===== config.mk =====
export PLATFORM = sky130hd
export DESIGN_NAME = alu_exec_stage
export DESIGN_NICKNAME = d
export VERILOG_FILES = /design/src/rtl/alu_exec_stage_pkg.sv /design/src/rtl/alu_exec_stage_alu.sv /design/src/rtl/alu_exec_stage.sv
export SDC_FILE = /design/constraint.sdc
export NUM_CORES = 1
export LEC_CHECK = 0
export ABC_AREA = 0
export CAP_MARGIN = 20
export CORE_MARGIN = 2
export CORE_UTILIZATION = 35
export CTS_BUF_LIST = sky130_fd_sc_hd__clkbuf_8 sky130_fd_sc_hd__clkbuf_16
export DETAILED_ROUTE_END_ITERATION = 8
export PLACE_DENSITY = 0.59
export SYNTH_ARGS = -nofsm -noshare
export SYNTH_HDL_FRONTEND = slang
export SYNTH_SLANG_ARGS = --single-unit
export TNS_END_PERCENT = 10

===== constraint.sdc =====
create_clock -name clk -period 6.02 [get_ports clk]
set_input_delay 0.903 -clock clk [delete_from_list [all_inputs] [get_ports clk]]
set_output_delay 0.903 -clock clk [all_outputs]
set_load 0.01 [all_outputs]

===== src/rtl/alu_exec_stage_pkg.sv =====
// -----------------------------------------------------------------------------
// alu_exec_stage_pkg
//   Shared definitions for the ALU execute stage: the ALU operation codes used
//   by the decoder, and the payload carried alongside each result through the
//   stage's two-entry output buffer.
// -----------------------------------------------------------------------------
package alu_exec_stage_pkg;

    localparam int DATA_W = 32;
    localparam int REG_W  = 5;
    localparam int OP_W   = 4;

    // Operation codes as emitted by the ALU decoder. Codes 11..14 are
    // unassigned and, like ALU_XXX, produce a zero result.
    typedef enum logic [OP_W-1:0] {
        ALU_ADD    = 4'd0,
        ALU_SUB    = 4'd1,
        ALU_AND    = 4'd2,
        ALU_OR     = 4'd3,
        ALU_XOR    = 4'd4,
        ALU_SLT    = 4'd5,
        ALU_SLTU   = 4'd6,
        ALU_SLL    = 4'd7,
        ALU_SRA    = 4'd8,
        ALU_SRL    = 4'd9,
        ALU_COPY_B = 4'd10,
        ALU_XXX    = 4'd15
    } alu_op_e;

    // One buffered result with its writeback tag.
    typedef struct packed {
        logic [DATA_W-1:0] result;
        logic [REG_W-1:0]  rd;
        logic              we;
    } exec_entry_t;

    localparam exec_entry_t ENTRY_ZERO = '{result: '0, rd: '0, we: 1'b0};

endpackage


===== src/rtl/alu_exec_stage_alu.sv =====
// -----------------------------------------------------------------------------
// alu_exec_stage_alu
//   Purely combinational ALU datapath.
//   Ports:
//     a      in  32  operand A
//     b      in  32  operand B (shift amount taken from b[4:0])
//     alu_op in   4  operation code (alu_op_e)
//     out    out 32  result; zero for ALU_XXX and unassigned codes
// -----------------------------------------------------------------------------
module alu_exec_stage_alu
    import alu_exec_stage_pkg::*;
(
    input  logic [DATA_W-1:0] a,
    input  logic [DATA_W-1:0] b,
    input  logic [OP_W-1:0]   alu_op,
    output logic [DATA_W-1:0] out
);

    logic [4:0] shamt;
    assign shamt = b[4:0];

    always_comb begin
        out = '0;
        case (alu_op)
            ALU_ADD:    out = a + b;
            ALU_SUB:    out = a - b;
            ALU_AND:    out = a & b;
            ALU_OR:     out = a | b;
            ALU_XOR:    out = a ^ b;
            ALU_SLT:    out = {31'd0, ($signed(a) < $signed(b))};
            ALU_SLTU:   out = {31'd0, (a < b)};
            ALU_SLL:    out = a << shamt;
            ALU_SRA:    out = $unsigned($signed(a) >>> shamt);
            ALU_SRL:    out = a >> shamt;
            ALU_COPY_B: out = b;
            default:    out = '0;
        endcase
    end

endmodule


===== src/rtl/alu_exec_stage.sv =====
// -----------------------------------------------------------------------------
// alu_exec_stage
//   Execute stage: one ALU operation per accepted input, result registered
//   with one cycle of latency, followed by a two-entry (main + skid) buffer so
//   in_ready never depends combinationally on out_ready.
//
//   Handshake: a transfer happens on a port in a cycle where valid && ready
//   are both high at the rising edge. A producer holding valid keeps its
//   payload stable until the transfer; out_* is held stable while
//   out_valid && !out_ready.
//
//   Ports:
//     clk, rst                  clock, synchronous active-high reset
//     flush                     drop both buffered results and any same-cycle input
//     in_valid / in_ready       upstream handshake
//     in_aluop, in_a, in_b      operation and operands
//     in_rd, in_we              writeback tag carried with the result
//     out_valid / out_ready     downstream handshake
//     out_result, out_rd, out_we  buffered result and its tag
// -----------------------------------------------------------------------------
module alu_exec_stage
    import alu_exec_stage_pkg::*;
(
    input  logic              clk,
    input  logic              rst,
    input  logic              flush,
    input  logic              in_valid,
    output logic              in_ready,
    input  logic [OP_W-1:0]   in_aluop,
    input  logic [DATA_W-1:0] in_a,
    input  logic [DATA_W-1:0] in_b,
    input  logic [REG_W-1:0]  in_rd,
    input  logic              in_we,
    output logic              out_valid,
    input  logic              out_ready,
    output logic [DATA_W-1:0] out_result,
    output logic [REG_W-1:0]  out_rd,
    output logic              out_we
);

    logic        main_valid;
    logic        skid_valid;
    exec_entry_t main_q;
    exec_entry_t skid_q;

    logic [DATA_W-1:0] alu_out;
    exec_entry_t       new_entry;
    logic              accept;
    logic              main_free;

    alu_exec_stage_alu u_alu (
        .a      (in_a),
        .b      (in_b),
        .alu_op (in_aluop),
        .out    (alu_out)
    );

    assign new_entry = '{result: alu_out, rd: in_rd, we: in_we};

    // in_ready is a pure function of a flop, so no path from out_ready.
    assign in_ready  = !skid_valid;
    assign accept    = in_valid && in_ready;
    // Main register can take a new entry this cycle: empty, or draining.
    assign main_free = !main_valid || out_ready;

    always_ff @(posedge clk) begin
        if (rst) begin
            main_valid <= 1'b0;
            skid_valid <= 1'b0;
            main_q     <= ENTRY_ZERO;
            skid_q     <= ENTRY_ZERO;
        end else if (flush) begin
            // Flush wins over accepts and drains; payloads are left as-is.
            main_valid <= 1'b0;
            skid_valid <= 1'b0;
        end else if (main_free) begin
            if (skid_valid) begin
                // Older skid entry goes first; in_ready is low, so no accept
                // can happen in this cycle.
                main_q     <= skid_q;
                main_valid <= 1'b1;
                skid_valid <= 1'b0;
            end else if (accept) begin
                main_q     <= new_entry;
                main_valid <= 1'b1;
            end else begin
                main_valid <= 1'b0;
            end
        end else if (accept) begin
            // Main is stalled: park the new result in the skid register.
            skid_q     <= new_entry;
            skid_valid <= 1'b1;
        end
    end

    assign out_valid  = main_valid;
    assign out_result = main_q.result;
    assign out_rd     = main_q.rd;
    assign out_we     = main_q.we;

endmodule


### Word-level counts from Yosys, hierarchy flattened

Cells that the tools add are included.

* logic and storage cells: 45
* register bits after elaboration: 78
* output and inout bits: 40
* input port bits: 79

* $add $sub $neg: 2
* eq/ne operators: 10
* magnitude comparators: 2
* shift operators: 3
* mux-type cells: 5
* bitwise logic cells: 5
* reduce and logical (&&, ||, !) cells: 10

Operators by type and width (number)
* one-hot mux 32 bit (11 select lines): 1
* two-way mux 38 bit: 2
* less-than comparator 32 bit: 2
* adder 32 bit: 1
* bitwise AND 32 bit: 1
* OR 32 bit: 1
* << shifter 32 x 5 -> 32 bit: 1
* right shift 32 x 5 -> 32 bit: 1
* >>> shifter 32 x 5 -> 32 bit: 1
* subtractor 32 bit: 1
* XOR 32 bit: 1
* == test 4 x 3 -> 1 bit, second input constant: 4
* == test 4 bit, second input constant: 3
* == test 4 x 2 -> 1 bit, second input constant: 2
* AND reduction 3 bit: 2
* == test 4 x 1 -> 1 bit, second input constant: 1
* zero test 4 bit: 1
* OR reduction 3 bit: 1
* zero test 1 bit: 2
* two-way mux 1 bit: 2
* inverter 1 bit: 2
* nonzero test 2 bit: 1
* OR reduction 2 bit: 1
* logical AND 1 bit: 1
* logical OR 1 bit: 1

### Longest topological paths before layout

Gate-level depths: netlist of the first run.

* word-level depth: 4
* gate-level depth with buffers: 17
* mapped depth without buffers: 13

### Modules after synthesis

From an unflattened synthesis of the first run, not the netlist that was laid out.

* cell total of the unflattened synthesis: 1686
* area total of the unflattened synthesis: 12415.7 µm²

By module, submodules not included
* alu_exec_stage_alu: sequential area each 0.0 µm², instances 1, area an instance 8688.3 µm², cells each 1296
* alu_exec_stage: sequential area each 1561.5 µm², instances 1, area an instance 3727.3 µm², cells each 390

### Least setup slack after synthesis of the first run

OpenSTA, ideal clock, no wires.

* kind: input to register
* from: input port in_b[2]
* to: register main_q, in the netlist out_result[22]
* slack: 1076 ps
* buffers on the path: 5
* cell stages on the path: 17
* library setup time: 91 ps
* data required time: 5929 ps
* arrival: 4853 ps
* cell sequence: inv_1 clkbuf_1 buf_1 buf_2 buf_2 ha_1 clkbuf_1 o21ba_2 or4_1 a2111oi_0 o211ai_1 a21oi_1 a311o_1 o21a_1 xnor2_1 nand2_1 a311oi_1

* word-level cells in the longest chain between the ends: 4
* elaborated cells between the ends (all ways): 8
* classes of those cells: 2 x add/sub; 3 x shift; 3 x mux

RTL lines
* start: declaration: line alu_exec_stage.sv:31 `input logic [DATA_W-1:0] in_b,`
* subtractor 32 bit, or another cell as far along: line alu_exec_stage_alu.sv:26 `ALU_SUB: out = a - b;`
* one-hot mux 32 bit (11 select lines) *: line alu_exec_stage_alu.sv:24 `case (alu_op)`
* two-way mux 38 bit *: line alu_exec_stage.sv:83 `end else if (accept) begin`
* two-way mux 38 bit *: line alu_exec_stage.sv:77 `if (skid_valid) begin`
* end signal: assignment: line alu_exec_stage.sv:80 `main_q <= skid_q;`
* end signal: assignment: line alu_exec_stage.sv:84 `main_q <= new_entry;`
* end: declaration: line alu_exec_stage.sv:43 `exec_entry_t main_q;`

Mark *: on every way between the ends. The rest lies on a longest branch, timed or not. The select of a mux whose other input is x is not followed.
A chain may end at the register's enable or synchronous reset.

### Final worst setup path of the first run

* from: input port in_a[0]
* to: register main_q, in the netlist out_result[26]

* word-level cells in the longest chain between the ends: 4
* elaborated cells between the ends (all ways): 8
* classes of those cells: 2 x add/sub; 3 x shift; 3 x mux

RTL lines
* start: declaration: line alu_exec_stage.sv:30 `input logic [DATA_W-1:0] in_a,`
* subtractor 32 bit, or another cell as far along: line alu_exec_stage_alu.sv:26
* one-hot mux 32 bit (11 select lines) *: line alu_exec_stage_alu.sv:24
* two-way mux 38 bit *: line alu_exec_stage.sv:83
* two-way mux 38 bit *: line alu_exec_stage.sv:77

Marks and branches as above.

==> run summary, run 1 <==
Routed wire per std cell - 25.9 um
WS Path Type - input port to register
max-slew violations - 0
GRT Total Usage - 30.5%
1st-pass router iterations - 8
clk sink count - 78
Antenna Nets Post-Route - 0
Initial Util - 35.3%
worst reg2reg startpoint - skid_valid
layout net count - 1902
Max FO, Critical Path - 6
Ant. Diodes - 0
row cnt - 68
Clk Latency, worst-skew pair - 0.33 ns
vias in the first global route - 12800
Clk pin slew, worst setup/hold paths - 0.06 ns
CTS tree - done
Syn Area/Cell - 7.23 um^2
CP arrival - 5.02 ns
Tcrit/Tclk final - 80.3%
max-cap violations - 0
final hold viol count - 0
share of layout cells above drive strength 1 - 10.4%
Post-CTS Hold Buffers - 0
Sw Ratio - 42.5%
Synth-to-Final Area Change - 15.5%
deepest clock path buffer count - 2
antenna violations before repair - 1
EDFF count, synth - 0
Post-synth ARST share - 0%
share of power burned in the clock network - 23.7%
WL final - 56500 um
endpoints failing setup - 0
setup_tns - 0 ns
IO Pins - 119
Register-to-Register Setup Slack - 3.20 ns
Hold EP - out_result[2]
register area share after synthesis - 12.9%
first-pass GRT wire length - 83800 um
status - complete, no violations
Slew headroom - 28.0%
Critical Path RT - 6.21 ns
CP Launch Type - input port
Synth top area share - 12.9%
max frequency - 207 MHz
worst r2r dst - out_result[23]
largest net degree at the start of global routing - 60
Die ar. - 36200 um^2
CTS H-Tree Depth - 3
slew of the pin with the lowest slew margin - 1.08 ns
Placer Congestion - 1.02
register area - 1560 um^2
maximum vdd drop - 177 uV
die height - 190 um
PortBufs - 118
FF+latch count, synth - 78
crit path time final - 4.83 ns
post_cts resized - 0
footprint of the multi-input gates - 9700 um^2
routed via count - 14000
post-CTS setup buffers - 0
Area contributors post-synth - dfxtp_1, mux4_2, ha_1
Switch Pwr - 924 uW
Combinational Power Share - 51.2%
Die W - 190 um
vias per cell - 6.43
core area - 34400 um^2
synth warn - 0
hold path depth - 2
Mapped Area - 12100 um^2
DP Wirelength - 44000 um
Hold Path Class - register to register
Reg2Reg Depth - 6
largest area contributor in the synthesized netlist - dfxtp_1
hold_ws - 0.450 ns
Cell variety after synth - 79
syn_nets - 1859
CP Capture Type - register
# DRC - 0
Flop pwr share - 25.0%
clock skew - 0.00462 ns
hold_sp - out_result[2]
Most used DFF post-synth - dfxtp_1
DRT iter0 DRCs - 1544
# fillers - 3602
total CTS buffers - 9
setup repair after global routing missed its margin - false
Syn Inst Count - 1679
PwrDens - 155 nW/um^2
LEAKAGE - 5.41 nW
gr ovfl total - 0
Int Power - 1.25 mW
Root Buffer - clkbuf_16
-- critical path, cell delays in order --
cell,delay [ns]
clkdlybuf4s50_1,0.67
inv_1,0.12
ha_1,0.24
fa_1,0.41
o21ba_2,0.22
or4_1,0.48
a2111oi_0,0.55
o211ai_1,0.21
a21oi_1,0.35
a31oi_1,0.17
nand2_1,0.08
o31ai_1,0.06
a211oi_1,0.42
a211oi_1,0.14
-- placed cells by master (no fill, tap or decap), types with 7 or more instances in the layout --
| master | count |
|---|---|
| nor2b_1 | 7 |
| inv_1 | 101 |
| clkbuf_16 | 9 |
| o22ai_1 | 9 |
| o31ai_1 | 17 |
| o2111ai_1 | 11 |
| a221o_1 | 9 |
| nor4_1 | 14 |
| ha_1 | 99 |
| o211ai_1 | 33 |
| a211oi_1 | 43 |
| a21o_1 | 19 |
| and3_1 | 13 |
| o21ai_0 | 121 |
| nor2_1 | 209 |
| nand2b_1 | 25 |
| nand2_1 | 148 |
| a21oi_1 | 153 |
| a31oi_1 | 27 |
| o221ai_1 | 10 |
| a221oi_1 | 17 |
| mux2i_1 | 36 |
| a22oi_1 | 16 |
| or2_2 | 7 |
| nor3_1 | 47 |
| mux4_2 | 65 |
| nand3_1 | 43 |
| o21bai_1 | 12 |
| clkdlybuf4s50_1 | 111 |
| dfxtp_1 | 77 |
| a2111oi_0 | 11 |
| a211o_1 | 8 |
| nand4_1 | 12 |
| xnor2_1 | 20 |
| buf_4 | 52 |
| mux2_2 | 7 |
| or3_1 | 10 |
-- area by class of cell --
type / instances / area share (%)
sequential: 78 / 11.1
timing repair buffer: 168 / 10.9
multi-input combinational: 1362 / 69.1
clock buffer: 12 / 1.90
inverter: 103 / 2.76
clock inverter: 4 / 0.152
tap: 455 / 4.06
-- flip-flops by register name, summed over array words and instances, names as in the netlist --
register	cells
skid_q	38
skid_valid	1
out_we	1
out_result	32
out_valid	1
out_rd	5
-- power groups by stage --
stage	registers (mW)	clock network [mW]	logic [mW]
3_5_place_dp	0.556	0	1.08
5_1_grt	0.546	0.546	1.18
6_report	0.544	0.516	1.11
2_1_floorplan	0.560	0	0.658
4_1_cts	0.544	0.522	1.08
3_3_place_gp	0.555	0	1.08
-- logic make-up (layout without fill, tap and decap cells) --
family          after synthesis  in the layout  synth area share (%)
compound gates              569            569                  30.7
xor+xnor                     22             22                  1.59
fa+ha+maj                   101            101                  10.5
buf+inv                     239            287                  7.65
flops                        78             78                  12.9
mux                         108            108                  15.7
simple gates                562            562                  21.0
-- per-layer routing --
layer | global-route usage, % | vias to the layer above | share of wire (%)
met1 | 41.6 | 6751 | 43
met3 | 4.77 | 152 | 8.4
met2 | 47.0 | 791 | 43
li1 | - | 6333 | -
met5 | 0 | - | 0.023
met4 | 14.5 | 2 | 5.5
-- cell usage after synthesis, types with 12 or more instances --
master / number
nand3_1: 43
buf_1: 18
nor3_1: 51
xnor2_1: 20
mux4_2: 65
and3_1: 13
o21ai_0: 121
nand2b_1: 25
a21oi_1: 153
nand2_1: 148
ha_1: 99
nor4_1: 15
a221oi_1: 17
mux2i_1: 36
dfxtp_1: 78
o21bai_1: 12
o31ai_1: 17
nor2_1: 209
o211ai_1: 33
a211oi_1: 43
clkbuf_1: 103
a21o_1: 19
a22oi_1: 16
a31oi_1: 27
nand4_1: 12
inv_1: 101
-- worst max path at each step --
| stage | cells past startpoint | startpoint | slack (ns) | end |
|---|---|---|---|---|
| global route | 14 | in_a[0] | 0.95 | out_result[26] |
| global placement | 14 | in_a[0] | 1.00 | out_result[26] |
| finish | 14 | in_a[0] | 1.19 | out_result[26] |
| detailed placement | 14 | in_a[0] | 0.92 | out_result[26] |
| floorplan | 17 | in_b[2] | 1.08 | out_result[22] |
| CTS | 14 | in_a[0] | 1.27 | out_result[26] |
-- through the flow --
step | power [mW] | std cells | cell area, um^2 | setup slack, ns | util (%)
after global placement | 1.64 | 2166 | 13700 | 1.00 | 40.0
after floorplan | 1.22 | 1679 | 12100 | 1.08 | -
after detailed placement | 1.63 | 2166 | 13700 | 0.917 | 40.0
final | 2.17 | 2182 | 14000 | 1.19 | 40.8
after CTS | 2.15 | 2182 | 14000 | 1.27 | 40.8
after global routing | 2.27 | 2182 | 14000 | 0.949 | 40.8
(Power assumes the default switching activity.)
==> inputs of run 2 (changes only) <==
clock period = 4.8 ns   (was 6.02 ns; I/O delays follow)
==> run 2 against run 1 <==
  * Sequential power grew 25%
  * Final area up 4.9%
  * Clock-buffer cell count fell by 1
  * Die area did not move
  * Hold slack improved by 0.0034 ns
  * Setup slack worse by 0.77 ns
  * Clock power is 44% higher
  * Critical path type unchanged
==> run summary, run 2 (synthesis gave the netlist of run 1 again) <==
Post-CTS Hold Buffers - 0 (unchanged)
max frequency - 228 MHz
Hold EP - out_result[1]
WL final - 59700 um (+5.8%)
WS Path Type - input port to register
M3 GR Usage - 6.42% (+1.7 points)
Power Total - 2.91 mW (+34%)
Tcrit/Tclk final - 91.2%
LEAKAGE - 5.84 nW (+7.9%)
CP Launch Type - input port
CP dominant cell by count - buf_4
CTS tree - done
Routed wire per std cell - 26.4 um (+1.8%)
setup_tns - 0 ns (unchanged)
PwrDens - 198 nW/um^2 (+28%)
routed via count - 14300 (+2.1%)
Register-to-Register Setup Slack - 2.25 ns (-0.95 ns)
Initial Util - 35.3% (unchanged)
first-pass GRT wire length - 88600 um (+5.8%)
row cnt - 68 (unchanged)
CP max-delay cell - clkdlybuf4s50_1
vias in the first global route - 13500 (+5.4%)
most frequent cells in the layout - nor2_1, a21oi_1, nand2_1, buf_4, o21ai_0
Die W - 190 um (unchanged)
max reg flops - 38 (unchanged)
post-route cell area - 14700 um^2 (+4.9%)
CTS H-Tree Depth - 3 (unchanged)
endpoints failing setup - 0 (unchanged)
deepest clock path buffer count - 2 (unchanged)
dpl ws - 0.102 ns (-0.815 ns)
max-slew violations - 0 (unchanged)
slew of the pin with the lowest slew margin - 1.11 ns (+0.0313 ns)
PnR worst setup slack - 0.420 ns (-0.767 ns)
Placer Congestion - 1.02 (-0.84%)
layout net count - 1985 (+4.4%)
Synth-to-Final Area Change - 21.2%
Root Buffer - clkbuf_16
Top Usage Layer GRT - met2
Critical Path RT - 5.02 ns (-1.19 ns)
post_cts resized - 0 (unchanged)
antenna violations before repair - 3 (+2)
# DRC - 0 (unchanged)
Reg2Reg Depth - 6 (unchanged)
WP buf/inv - 4 (+2)
cell family with most CP delay - compound AO/OA/AOI/OAI gates
CP arrival - 4.60 ns (-0.42 ns)
core area - 34400 um^2 (unchanged)
largest register by flop count - skid_q
share of layout cells above drive strength 1 - 14.6% (+4.2 points)
die height - 190 um (unchanged)
setup repair after global routing missed its margin - false
maximum vdd drop - 321 uV (+81%)
IO Pins - 119 (unchanged)
# fillers - 3662 (+1.7%)
GRT Total Usage - 32.6% (+2.1 points)
DRT iter0 DRCs - 1509 (-2.3%)
Clk Latency, worst-skew pair - 0.33 ns (about the same)
gr ovfl total - 0 (unchanged)
status - complete, no violations
worst reg2reg startpoint - skid_valid
hold_sp - out_result[1]
Die ar. - 36200 um^2 (unchanged)
Crit path largest cell delay - 0.52 ns (-0.15 ns)
clk sink count - 78 (unchanged)
crit path time final - 4.38 ns
clock skew - 0.00447 ns (-0.000150 ns)
PortBufs - 118 (unchanged)
vias per cell - 6.32 (-1.7%)
post-CTS setup buffers - 0 (unchanged)
Max FO, Critical Path - 5 (-1)
max-cap violations - 0 (unchanged)
Slew headroom - 25.9% (-2.1 points)
Clk pin slew, worst setup/hold paths - 0.06 ns (about the same)
Antenna Nets Post-Route - 0 (unchanged)
Hold Path Class - register to register
hold_ws - 0.453 ns (+0.00338 ns)
largest net degree at the start of global routing - 59 (-1.7%)
M1 GR Usage - 42.4% (+0.75 points)
GR Util met2 - 51.6% (+4.6 points)
CP Capture Type - register
most common cell after layout, fill and taps aside - nor2_1
CP cell instances - clkdlybuf4s50_1 > buf_4 > ha_1 > inv_1 > fa_1 > nor2b_1 > o211ai_1 > nand3b_1 > a21oi_1 > a211oi_1 > buf_4 > a31oi_1 > o311ai_0 > mux2i_1 > o21ai_0 > a221o_1
1st-pass router iterations - 6 (-2)
hold path depth - 2 (unchanged)
DP Wirelength - 47200 um (+7.3%)
total CTS buffers - 9 (unchanged)
final hold viol count - 0 (unchanged)
Post-Place Cell Area - 14400 um^2 (+4.7%)
worst r2r dst - skid_q[12]
## run 2: how the worst max path moves through the flow
stage / from / end / slack [ns] / cells past startpoint
2_1_floorplan: in_b[2] / out_result[22] / 0.04 / 17
3_3_place_gp: in_a[0] / out_result[26] / 0.15 / 16
3_5_place_dp: in_a[0] / out_result[26] / 0.10 / 16
4_1_cts: in_a[0] / out_result[26] / 0.44 / 16
5_1_grt: in_a[0] / out_result[18] / 0.24 / 15
6_report: in_a[0] / out_result[24] / 0.42 / 16
## run 2: routing by layer
| metal | part of all wire, % | wire (um) |
|---|---|---|
| met5 | 0.047 | 28 |
| met1 | 41 | 24600 |
| met4 | 5.5 | 3290 |
| met3 | 9.1 | 5410 |
| met2 | 44 | 26400 |
## run 2: cell type report
type | count | area [um^2] | area share (%)
Tap cell | 455 | 569 | 3.87
Sequential cell | 78 | 1560 | 10.6
Multi-Input combinational cell | 1362 | 9690 | 65.8
Clock inverter | 5 | 81.3 | 0.553
Antenna cell | 1 | 2.50 | 0.0170
Inverter | 103 | 387 | 2.63
Timing Repair Buffer | 251 | 2170 | 14.8
Clock buffer | 11 | 253 | 1.72
## run 2: worst register-to-register path: cells and delay by family (launching register included)
| kind | cells | cell delay [ns] |
|---|---|---|
| AO/OA/AOI/OAI | 1 | 0.19 |
| flip-flops | 1 | 0.48 |
| AND/OR/NAND/NOR | 3 | 1.13 |
| buffers and inverters | 2 | 0.67 |
## run 2: per-stage QoR
step           utilization, %  cells
6_report                 42.8   2266
5_1_grt                  42.8   2265
4_1_cts                  42.8   2265
3_5_place_dp             41.8   2249
3_3_place_gp             41.8   2249
2_1_floorplan               -   1679
## run 2: power by group
part	total [mW]	switching, mW	leakage [nW]	internal, mW
registers	0.682	0.0124	0.633	0.670
clock network	0.745	0.261	0.162	0.483
logic	1.49	0.919	5.05	0.567
total	2.91	1.19	5.84	1.72
